==> config.mk <==
export PLATFORM = sky130hd
export DESIGN_NAME = cordic_vectoring
export DESIGN_NICKNAME = d
export VERILOG_FILES = /design/src/rtl/cordic_pkg.sv /design/src/rtl/cordic_vec_stage.sv /design/src/rtl/cordic_vectoring.sv
export SDC_FILE = /design/constraint.sdc
export NUM_CORES = 2
export LEC_CHECK = 0
export BUFFER_PORTS_ARGS = -buffer_cell sky130_fd_sc_hd__buf_4
export CORE_AREA = 2 2 194 272
export CTS_BUF_LIST = sky130_fd_sc_hd__clkbuf_16
export CTS_CLUSTER_DIAMETER = 100
export DETAILED_ROUTE_END_ITERATION = 16
export DIE_AREA = 0 0 196 274
export PLACE_DENSITY_LB_ADDON = 0.3
export REMOVE_ABC_BUFFERS = 1
export SYNTH_ARGS = -nofsm -noshare
export SYNTH_HDL_FRONTEND = slang
export SYNTH_HIERARCHICAL = 1
export SYNTH_SLANG_ARGS = --single-unit
==> constraint.sdc <==
create_clock -name CLK -period 8 [get_ports CLK]
set_input_delay 1.6 -clock CLK [delete_from_list [all_inputs] [get_ports CLK]]
set_output_delay 1.6 -clock CLK [all_outputs]
set_load 0.02 [all_outputs]
==> src/rtl/cordic_pkg.sv <==
// ============================================================================
// Module   : cordic_pkg
// Brief    : Shared CORDIC constants, degree arctangent table and FSM states.
// Revision : 1.0 - initial release
// ============================================================================
`default_nettype none

package cordic_pkg;

    // Fractional bits of the tables below (Q16.16)
    localparam int          c_tab_frac = 16;
    localparam logic [31:0] c_inv_k    = 32'h0000_9B75;
    localparam int          c_iw       = 5;

    typedef enum logic [1:0] {
        ST_IDLE = 2'd0,
        ST_PRE  = 2'd1,
        ST_ITER = 2'd2,
        ST_POST = 2'd3
    } state_t;

    // atan(2^-i) in degrees, Q16.16, rounded to nearest
    function automatic logic [31:0] atan_q16(input logic [c_iw-1:0] idx);
        logic [31:0] v;
        case (idx)
            5'd0:    v = 32'h002D_0000;
            5'd1:    v = 32'h001A_90A7;
            5'd2:    v = 32'h000E_0947;
            5'd3:    v = 32'h0007_2001;
            5'd4:    v = 32'h0003_938B;
            5'd5:    v = 32'h0001_CA38;
            5'd6:    v = 32'h0000_E52A;
            5'd7:    v = 32'h0000_7297;
            5'd8:    v = 32'h0000_394C;
            5'd9:    v = 32'h0000_1CA6;
            5'd10:   v = 32'h0000_0E53;
            5'd11:   v = 32'h0000_0729;
            5'd12:   v = 32'h0000_0395;
            5'd13:   v = 32'h0000_01CA;
            5'd14:   v = 32'h0000_00E5;
            5'd15:   v = 32'h0000_0073;
            default: v = 32'h0000_0000;
        endcase
        return v;
    endfunction

endpackage

`default_nettype wire

==> src/rtl/cordic_vec_stage.sv <==
// ============================================================================
// Module   : cordic_vec_stage
// Brief    : One combinational vectoring-mode micro-rotation (drives y toward 0).
// Revision : 1.0 - initial release
// ============================================================================
`default_nettype none

module cordic_vec_stage
    import cordic_pkg::*;
#(
    parameter int XW = 34,
    parameter int ZW = 32,
    parameter int FW = 16
) (
    input  logic signed [XW-1:0]   x_cur,
    input  logic signed [XW-1:0]   y_cur,
    input  logic signed [ZW-1:0]   z_cur,
    input  logic        [c_iw-1:0] idx,
    output logic signed [XW-1:0]   x_nxt,
    output logic signed [XW-1:0]   y_nxt,
    output logic signed [ZW-1:0]   z_nxt
);

    logic signed [XW-1:0] w_x_sh;
    logic signed [XW-1:0] w_y_sh;
    logic signed [ZW-1:0] w_atan;

    assign w_x_sh = x_cur >>> idx;
    assign w_y_sh = y_cur >>> idx;
    // Rescale the Q16.16 table entry to the angle port's fractional width
    assign w_atan = ZW'((((ZW+FW)'(atan_q16(idx))) << FW) >> c_tab_frac);

    always_comb begin
        x_nxt = x_cur;
        y_nxt = y_cur;
        z_nxt = z_cur;
        if (!y_cur[XW-1]) begin
            x_nxt = x_cur + w_y_sh;
            y_nxt = y_cur - w_x_sh;
            z_nxt = z_cur + w_atan;
        end else begin
            x_nxt = x_cur - w_y_sh;
            y_nxt = y_cur + w_x_sh;
            z_nxt = z_cur - w_atan;
        end
    end

endmodule

`default_nettype wire

==> src/rtl/cordic_vectoring.sv <==
// ============================================================================
// Module   : cordic_vectoring
// Brief    : Iterative vectoring CORDIC: atan2(y,x) in degrees plus magnitude.
// Revision : 1.0 - initial release
// ============================================================================
`default_nettype none

module cordic_vectoring
    import cordic_pkg::*;
#(
    parameter int wi = 16,
    parameter int wf = 16,
    parameter int N  = 16,
    parameter int GB = 2
) (
    input  logic                    CLK,
    input  logic                    RST_N,
    input  logic                    EN,
    input  logic                    start,
    input  logic signed [wi+wf-1:0] x_in,
    input  logic signed [wi+wf-1:0] y_in,
    output logic signed [wi+wf-1:0] ang_out,
    output logic        [wi+wf-1:0] mag_out,
    output logic                    busy,
    output logic                    done
);

    localparam int W  = wi + wf;
    localparam int XW = W + GB;
    localparam int ZW = W;
    localparam int PW = XW + wf + 2;

    localparam logic signed [ZW-1:0] c_deg90   = ZW'(90) <<< wf;
    localparam logic signed [ZW-1:0] c_deg180  = ZW'(180) <<< wf;
    localparam logic signed [PW-1:0] c_inv_k_q = (PW'(c_inv_k) << wf) >> c_tab_frac;
    localparam logic signed [PW-1:0] c_half    = PW'(1) <<< (wf - 1);
    localparam logic        [W-1:0]  c_w_max   = {1'b0, {(W-1){1'b1}}};
    localparam logic signed [PW-1:0] c_mag_max = PW'(c_w_max);

    state_t               r_state;
    logic    [c_iw-1:0]   r_cnt;
    // GB extra integer bits absorb the ~2.33x growth of a full-scale vector
    logic signed [XW-1:0] r_x;
    logic signed [XW-1:0] r_y;
    logic signed [ZW-1:0] r_z;
    logic                 r_zero;
    logic                 r_neg_axis;

    logic signed [XW-1:0] w_x_nxt;
    logic signed [XW-1:0] w_y_nxt;
    logic signed [ZW-1:0] w_z_nxt;
    logic signed [PW-1:0] w_prod;
    logic signed [PW-1:0] w_scaled;
    logic        [W-1:0]  w_mag;

    cordic_vec_stage #(
        .XW (XW),
        .ZW (ZW),
        .FW (wf)
    ) u_stage (
        .x_cur (r_x),
        .y_cur (r_y),
        .z_cur (r_z),
        .idx   (r_cnt),
        .x_nxt (w_x_nxt),
        .y_nxt (w_y_nxt),
        .z_nxt (w_z_nxt)
    );

    assign w_prod   = PW'(r_x) * c_inv_k_q;
    assign w_scaled = (w_prod + c_half) >>> wf;

    always_comb begin
        w_mag = w_scaled[W-1:0];
        if (w_scaled < 0) begin
            w_mag = '0;
        end else if (w_scaled > c_mag_max) begin
            w_mag = c_w_max;
        end
    end

    always_ff @(posedge CLK or negedge RST_N) begin
        if (!RST_N) begin
            r_state    <= ST_IDLE;
            r_cnt      <= '0;
            r_x        <= '0;
            r_y        <= '0;
            r_z        <= '0;
            r_zero     <= 1'b0;
            r_neg_axis <= 1'b0;
            ang_out    <= '0;
            mag_out    <= '0;
            busy       <= 1'b0;
            done       <= 1'b0;
        end else begin
            done <= 1'b0;
            case (r_state)
                ST_IDLE: begin
                    if (start) begin
                        r_x        <= XW'(x_in);
                        r_y        <= XW'(y_in);
                        r_z        <= '0;
                        r_cnt      <= '0;
                        r_zero     <= (x_in == '0) && (y_in == '0);
                        r_neg_axis <= x_in[W-1] && (y_in == '0);
                        busy       <= 1'b1;
                        r_state    <= ST_PRE;
                    end
                end
                ST_PRE: begin
                    if (EN) begin
                        if (!r_x[XW-1]) begin
                            r_z <= '0;
                        end else if (!r_y[XW-1]) begin
                            r_x <= r_y;
                            r_y <= -r_x;
                            r_z <= c_deg90;
                        end else begin
                            r_x <= -r_y;
                            r_y <= r_x;
                            r_z <= -c_deg90;
                        end
                        r_cnt   <= '0;
                        r_state <= ST_ITER;
                    end
                end
                ST_ITER: begin
                    if (EN) begin
                        r_x <= w_x_nxt;
                        r_y <= w_y_nxt;
                        r_z <= w_z_nxt;
                        if (r_cnt == c_iw'(N - 1)) begin
                            r_state <= ST_POST;
                        end else begin
                            r_cnt <= r_cnt + 1'b1;
                        end
                    end
                end
                ST_POST: begin
                    if (EN) begin
                        // Degenerate inputs get exact angles instead of the iteration residue
                        if (r_zero) begin
                            ang_out <= '0;
                        end else if (r_neg_axis) begin
                            ang_out <= c_deg180;
                        end else begin
                            ang_out <= r_z;
                        end
                        mag_out <= w_mag;
                        done    <= 1'b1;
                        busy    <= 1'b0;
                        r_state <= ST_IDLE;
                    end
                end
                default: r_state <= ST_IDLE;
            endcase
        end
    end

endmodule

`default_nettype wire
After elaboration in Yosys (flattened, before gate mapping):

Memory sizes are Yosys's and may differ from the RTL's.
Index checks and enable logic that the tools add are counted.
Widths: inputs -> output; s select.

* register bits: 175
* bits in latches: 0
* bits in writable memories: 0
* ROM bits: 352
* output and inout port bits: 66
* memories kept: 1

* add/subtract/negate cells: 10
* multiply operators: 1
* div/mod/pow operators: 0
* order comparisons: 2
* equal/unequal tests: 11
* shifts and indexed selects: 2
* multiplexer cells: 42
* bitwise operators: 0
* reduce and logical (&&, ||, !) cells: 14

Memory list
* (no name shown): depth 16, bits a word 22, read ports 1, clocked after Yosys merged registers in 0, wr ports 0, line cordic_pkg.sv:25 `case (idx)`

Operators with widths (count)
* $mux 34: 12
* $mux 32: 11
* $pmux 34 s3: 2
* $pmux 32 s3: 1
* $add 34x34->34: 2
* $neg 34->34: 2
* $sshr 34x5->34: 2
* $sub 34x34->34: 2
* $logic_not 32->1: 2
* $add 51x17->52 const B: 1
* $mul 34x17->51 const B: 1
* $gt 36x32->1 const B: 1
* $lt 36x1->1 const B: 1
* $add 32x32->32: 1
* $sub 32x32->32: 1
* $mux 5: 4
* $pmux 5 s3: 1
* $reduce_and 5->1: 3
* $ne 2x2->1 const B: 7
* $mux 2: 5
* $pmux 2 s4: 1
* $add 5x1->5 const B: 1
* $eq 5x4->1 const B: 1
* $eq 2x2->1 const B: 2
* 10 further kinds: 15

Depth between registers and ports, before layout:

An unclocked memory read counts as a cell.

* depth in word-level cells: 6
* depth in mapped cells: 33
* depth with buffers taken out: 26

Hierarchy:

The synthesis kept the hierarchy.

Modules (own cells, without submodules)
* cordic_vectoring: instances 1, cells an instance 2199, area each 20962.6 um2, seq. area each 4379.2 um2
* cordic_vec_stage: instances 1, cells an instance 1583, area each 12026.5 um2, seq. area each 0.0 um2

Worst setup path before layout:

No wires, ideal clock.

* path kind: register -> register
* from: register r_cnt[4]
* to: register r_x[32]
* library setup time: 0.134 ns
* arrival time: 6.300 ns
* data required time: 7.866 ns
* setup slack: 1.566 ns
* stages on the path, launching flop included: 31
* path buffers: 8
* clock period less this slack: 6.434 ns
* path through: dfrtp_1 clkbuf_1 buf_1 clkbuf_1 clkbuf_1 clkbuf_1 clkbuf_1 nor2_1 nor2_1 ha_1 nand3_1 or3_1 buf_2 nor2_1 a21oi_1 xor2_1 ha_1 clkbuf_1 a21o_1 a311oi_1 nand2_1 a211oi_1 o41ai_1 a311oi_1 o21bai_1 a311o_1 a21oi_1 xnor2_1 a221o_1 nand2_1 o21ai_1

* cells in the longest elaborated chain, start to end: 5
* elaborated cells on any way between the ends: 6
* classes of those cells: add/sub: 2; shift: 1; mux: 3

Ends and longest elaborated chain
* start: declaration: line cordic_vectoring.sv:41 `logic [c_iw-1:0] r_cnt;`
* start signal: assignment: line cordic_vectoring.sv:135 `r_cnt <= r_cnt + 1'b1;`
* $sshr 34x5->34 (*): line cordic_vec_stage.sv:29 `assign w_y_sh = y_cur >>> idx;`
* $add 34x34->34 / $sub 34x34->34 (equally long branches): line cordic_vec_stage.sv:38, cordic_vec_stage.sv:42
* $mux 34 (*): line cordic_vec_stage.sv:37 `if (!y_cur[XW-1]) begin`
* net w_x_nxt[32]: line cordic_vectoring.sv:49 `logic signed [XW-1:0] w_x_nxt;`
* $mux 34 (*): line cordic_vectoring.sv:128 `if (EN) begin`
* $pmux 34 s3 (*): line cordic_vectoring.sv:97 `case (r_state)`
* end signal: assignment: line cordic_vectoring.sv:100 `r_x <= XW'(x_in);`
* end signal: assignment: line cordic_vectoring.sv:115 `r_x <= r_y;`
* end signal: assignment: line cordic_vectoring.sv:129 `r_x <= w_x_nxt;`
* end: declaration: line cordic_vectoring.sv:43 `logic signed [XW-1:0] r_x;`

The timed path passes the listed nets; every way through them passes the cells marked *. The select of a mux whose other input is x is not followed.
A chain may end at the register's enable or synchronous reset.

Final worst setup path:

* from: register r_cnt[3]
* to: register r_x[32]

The elaborated chain is that of the path after synthesis.

==> metrics.md <==
| Metric | Value |
|---|---|
| Tcrit/Tclk final | 95.9% |
| Clock latency at the later pin of the worst-skew pair | 0.54 ns |
| Port Buffers | 133 |
| Post-DP HPWL | 87.1 mm |
| Fin. max-slew vios | 0 |
| Most frequent cell after synthesis | inv_1 |
| I/O pin total | 134 |
| Worst stage delay on the critical path | 0.62 ns |
| Clock sinks | 175 |
| Synth area leader | fa_1 |
| End of the critical path | r_x[32] |
| # resized after CTS | 0 |
| Outcome | complete, no violations |
| Area Growth Syn to Fin | 7.60% |
| H-tree levels | 4 |
| Ys flop type | dfrtp_1 |
| Top post-synthesis cells by area | fa_1 (16%), ha_1 (14%), dfrtp_1 (13%) |
| Number of distinct library cells after synthesis | 101 |
| MaxCap Viol Count | 0 |
| Netlist Area Pre-Place | 33000 µm² |
| Starting Density | 64.0% |
| Syn Inst Count | 3782 |
| Initial antenna violation count | 8 |
| Yosys top cell area share | 16.0% |
| Rows | 99 |
| GRT Util Overall | 43.9% |
| Critical path depth | 26 |
| Number of global-route vias before repair | 31200 |
| Global-route wire length before repair | 178 mm |
| Fmax achieved | 130 MHz |
| Seq/Total Area, Yosys | 13.3% |
| Max Fanout on Critical Path | 25 |
| R2r worst-path depth | 26 |
| Largest net degree at the start of global routing | 77 |
| Nets | 4547 |
| Starting DRT DRC Count | 3024 |
| Post-synth EDFFs | 0 |
| Max transition margin | 24.4% |
| Worst setup SP type | register |
| Buffers & Inverters on Critical Path | 1 |
| RR Startpoint | r_cnt[3] |
| CTS tree | yes |
| Critical Path RT | 8.40 ns |
| Share of cells above drive strength 1 | 11.8% |
| Router iterations before antenna repair | 8 |
| Clock transition at path regs | 0.09 ns |
| Die Height | 274 µm |
| Total wire length | 116 mm |
| Final setup violation count | 0 |
| Die width | 196 µm |
| CORE AREA | 51500 µm² |
| Worst Path Arrival | 8.07 ns |
| Antenna Nets Post-Route | 0 |
| Synth Warn # | 6 |
| Final Wtd Congestion | 1.05 |
| RR Endpoint | r_x[32] |
| Crit. End Element | register |
| Via Count | 30800 |
| Reg2reg setup slack | 0.33 ns |
| CP Launch Point | r_cnt[3] |
| Wire per inst | 25.6 µm |
| Via-per-instance ratio | 6.81 |
| Ys async rst share | 100% |
| CP max-delay cell | dfrtp_2 |
| Kind of critical path | reg -> reg |
| #FFs+latches synth | 175 |
| Post-route minimum period | 7.67 ns |
| Number of CTS-inserted buffers | 17 |
| Bufs on Longest Clock Path | 2 |
| Avg Inst Size Synth | 8.72 µm² |
| Most common cell on crit path | nor2_1 |
| Slew @ Worst Pin | 1.12 ns |
| Die area | 53700 µm² |
| Drc violations | 0 |
| Worst path top cell family by delay | compound AO/OA/AOI/OAI gates |
| Root Buffer | clkbuf_16 |
| Commonest cells post-synth | inv_1 (507), ha_1 (368), nand2_1 (322) |
| Final TNS setup | 0 ns |
| Hold Vio Cnt, Final | 0 |
| GR Overflow Total | 0 |
| Setup Skew | 0.0237 ns |
| Worst min path class | reg -> reg |
==> worst min path at each step <==
stage,start,endpoint,cells past startpoint
after floorplan,r_z[0],r_z[0],2
after global placement,ang_out[23],ang_out[23],2
after detailed placement,ang_out[23],ang_out[23],2
after CTS,ang_out[23],ang_out[23],2
after global routing,ang_out[18],ang_out[18],2
final,ang_out[23],ang_out[23],2
==> per-stage QoR <==
step,hold slack [ns],cells,util [%],setup WS [ns],cell area (µm²)
final,0.478,4521,68.9,0.331,35500
after global routing,0.506,4517,68.9,-0.00731,35500
after CTS,0.484,4515,68.8,0.605,35500
after detailed placement,0.467,4483,67.6,0.660,34800
after global placement,0.464,4483,67.6,0.733,34800
after floorplan,0.472,3592,-,-1.93,32100
==> cells by family (layout without fill, tap and decap cells) <==
logic type | count (synthesis) | after routing | share of synthesized area, %
buffers and inverters | 700 | 778 | 8.37
muxes | 171 | 171 | 8.97
and+or+nand+nor | 901 | 901 | 12.8
DFF | 175 | 175 | 13.3
xor gates and xnor gates | 248 | 248 | 6.63
AOI/OAI and AO/OA | 955 | 955 | 20.0
adders and majority gates | 632 | 632 | 30.0
other | 0 | 5 | 0
==> final cells by class <==
class	count	area, µm²
sequential	175	4400
fill	4200	16000
timing repair buffer	236	1830
antenna	5	12.5
inverter	510	1910
multi-input combinational	2907	25900
clock buffer	17	425
tap	656	821
clock inverter	15	190
==> what timing repair did <==
action	CTS	global route
setup buffers	0	1
endpoints found under the hold margin	0	0
setup endpoints to repair	0	1
hold buffers	0	0
==> registers in the layout, summed over array words and instances (netlist names), 2 cells and up <==
| register | cells |
|---|---|
| r_x | 34 |
| r_y | 34 |
| r_z | 32 |
| mag_out | 32 |
| r_cnt | 5 |
| ang_out | 32 |
| r_state | 2 |
==> cell usage in the layout, fill, tap and decap left out, drive strengths merged, types with 94 or more instances in the layout <==
master	synthesis	final
fa	264	264
mux4	94	94
inv	507	515
xnor2	170	170
nand2	325	325
o21ai	163	163
ha	368	368
a21oi	224	224
dfrtp	175	175
buf	75	235
nor2	268	268
==> routing by layer <==
layer	GRT usage [%]	part of all wire, %	vias up	wire length, µm
met5	0.361	0.065	-	75
li1	-	-	13500	-
met1	46.5	33	14800	38300
met3	11.8	9.4	665	10900
met2	72.9	48	1817	55300
met4	37.2	9.5	10	11000
==> worst register-to-register path, stage by stage, from the launching register on <==
cell and delay [ns]:
dfrtp_2 0.62, buf_4 0.39, mux4_2 0.39, mux2_2 0.31, mux2i_1 0.37, nor2_1 0.12, nor2_1 0.17, ha_1 0.22
nand3_1 0.09, or3_1 0.56, nor2_1 0.20, nor2_1 0.07, xnor2_1 0.29, ha_1 0.35, o21a_1 0.19, o21ai_0 0.28
a21oi_1 0.13, nor4_1 0.59, o41ai_4 0.28, a311oi_1 0.58, o21bai_1 0.20, a311o_1 0.38, a21oi_1 0.17, xnor2_1 0.08
a221o_1 0.34, nand2_1 0.08, o21ai_1 0.07
Power is left out: the tool's default activity adds up to more than one toggle a clock period on the data nets, which glitch-free logic cannot reach.
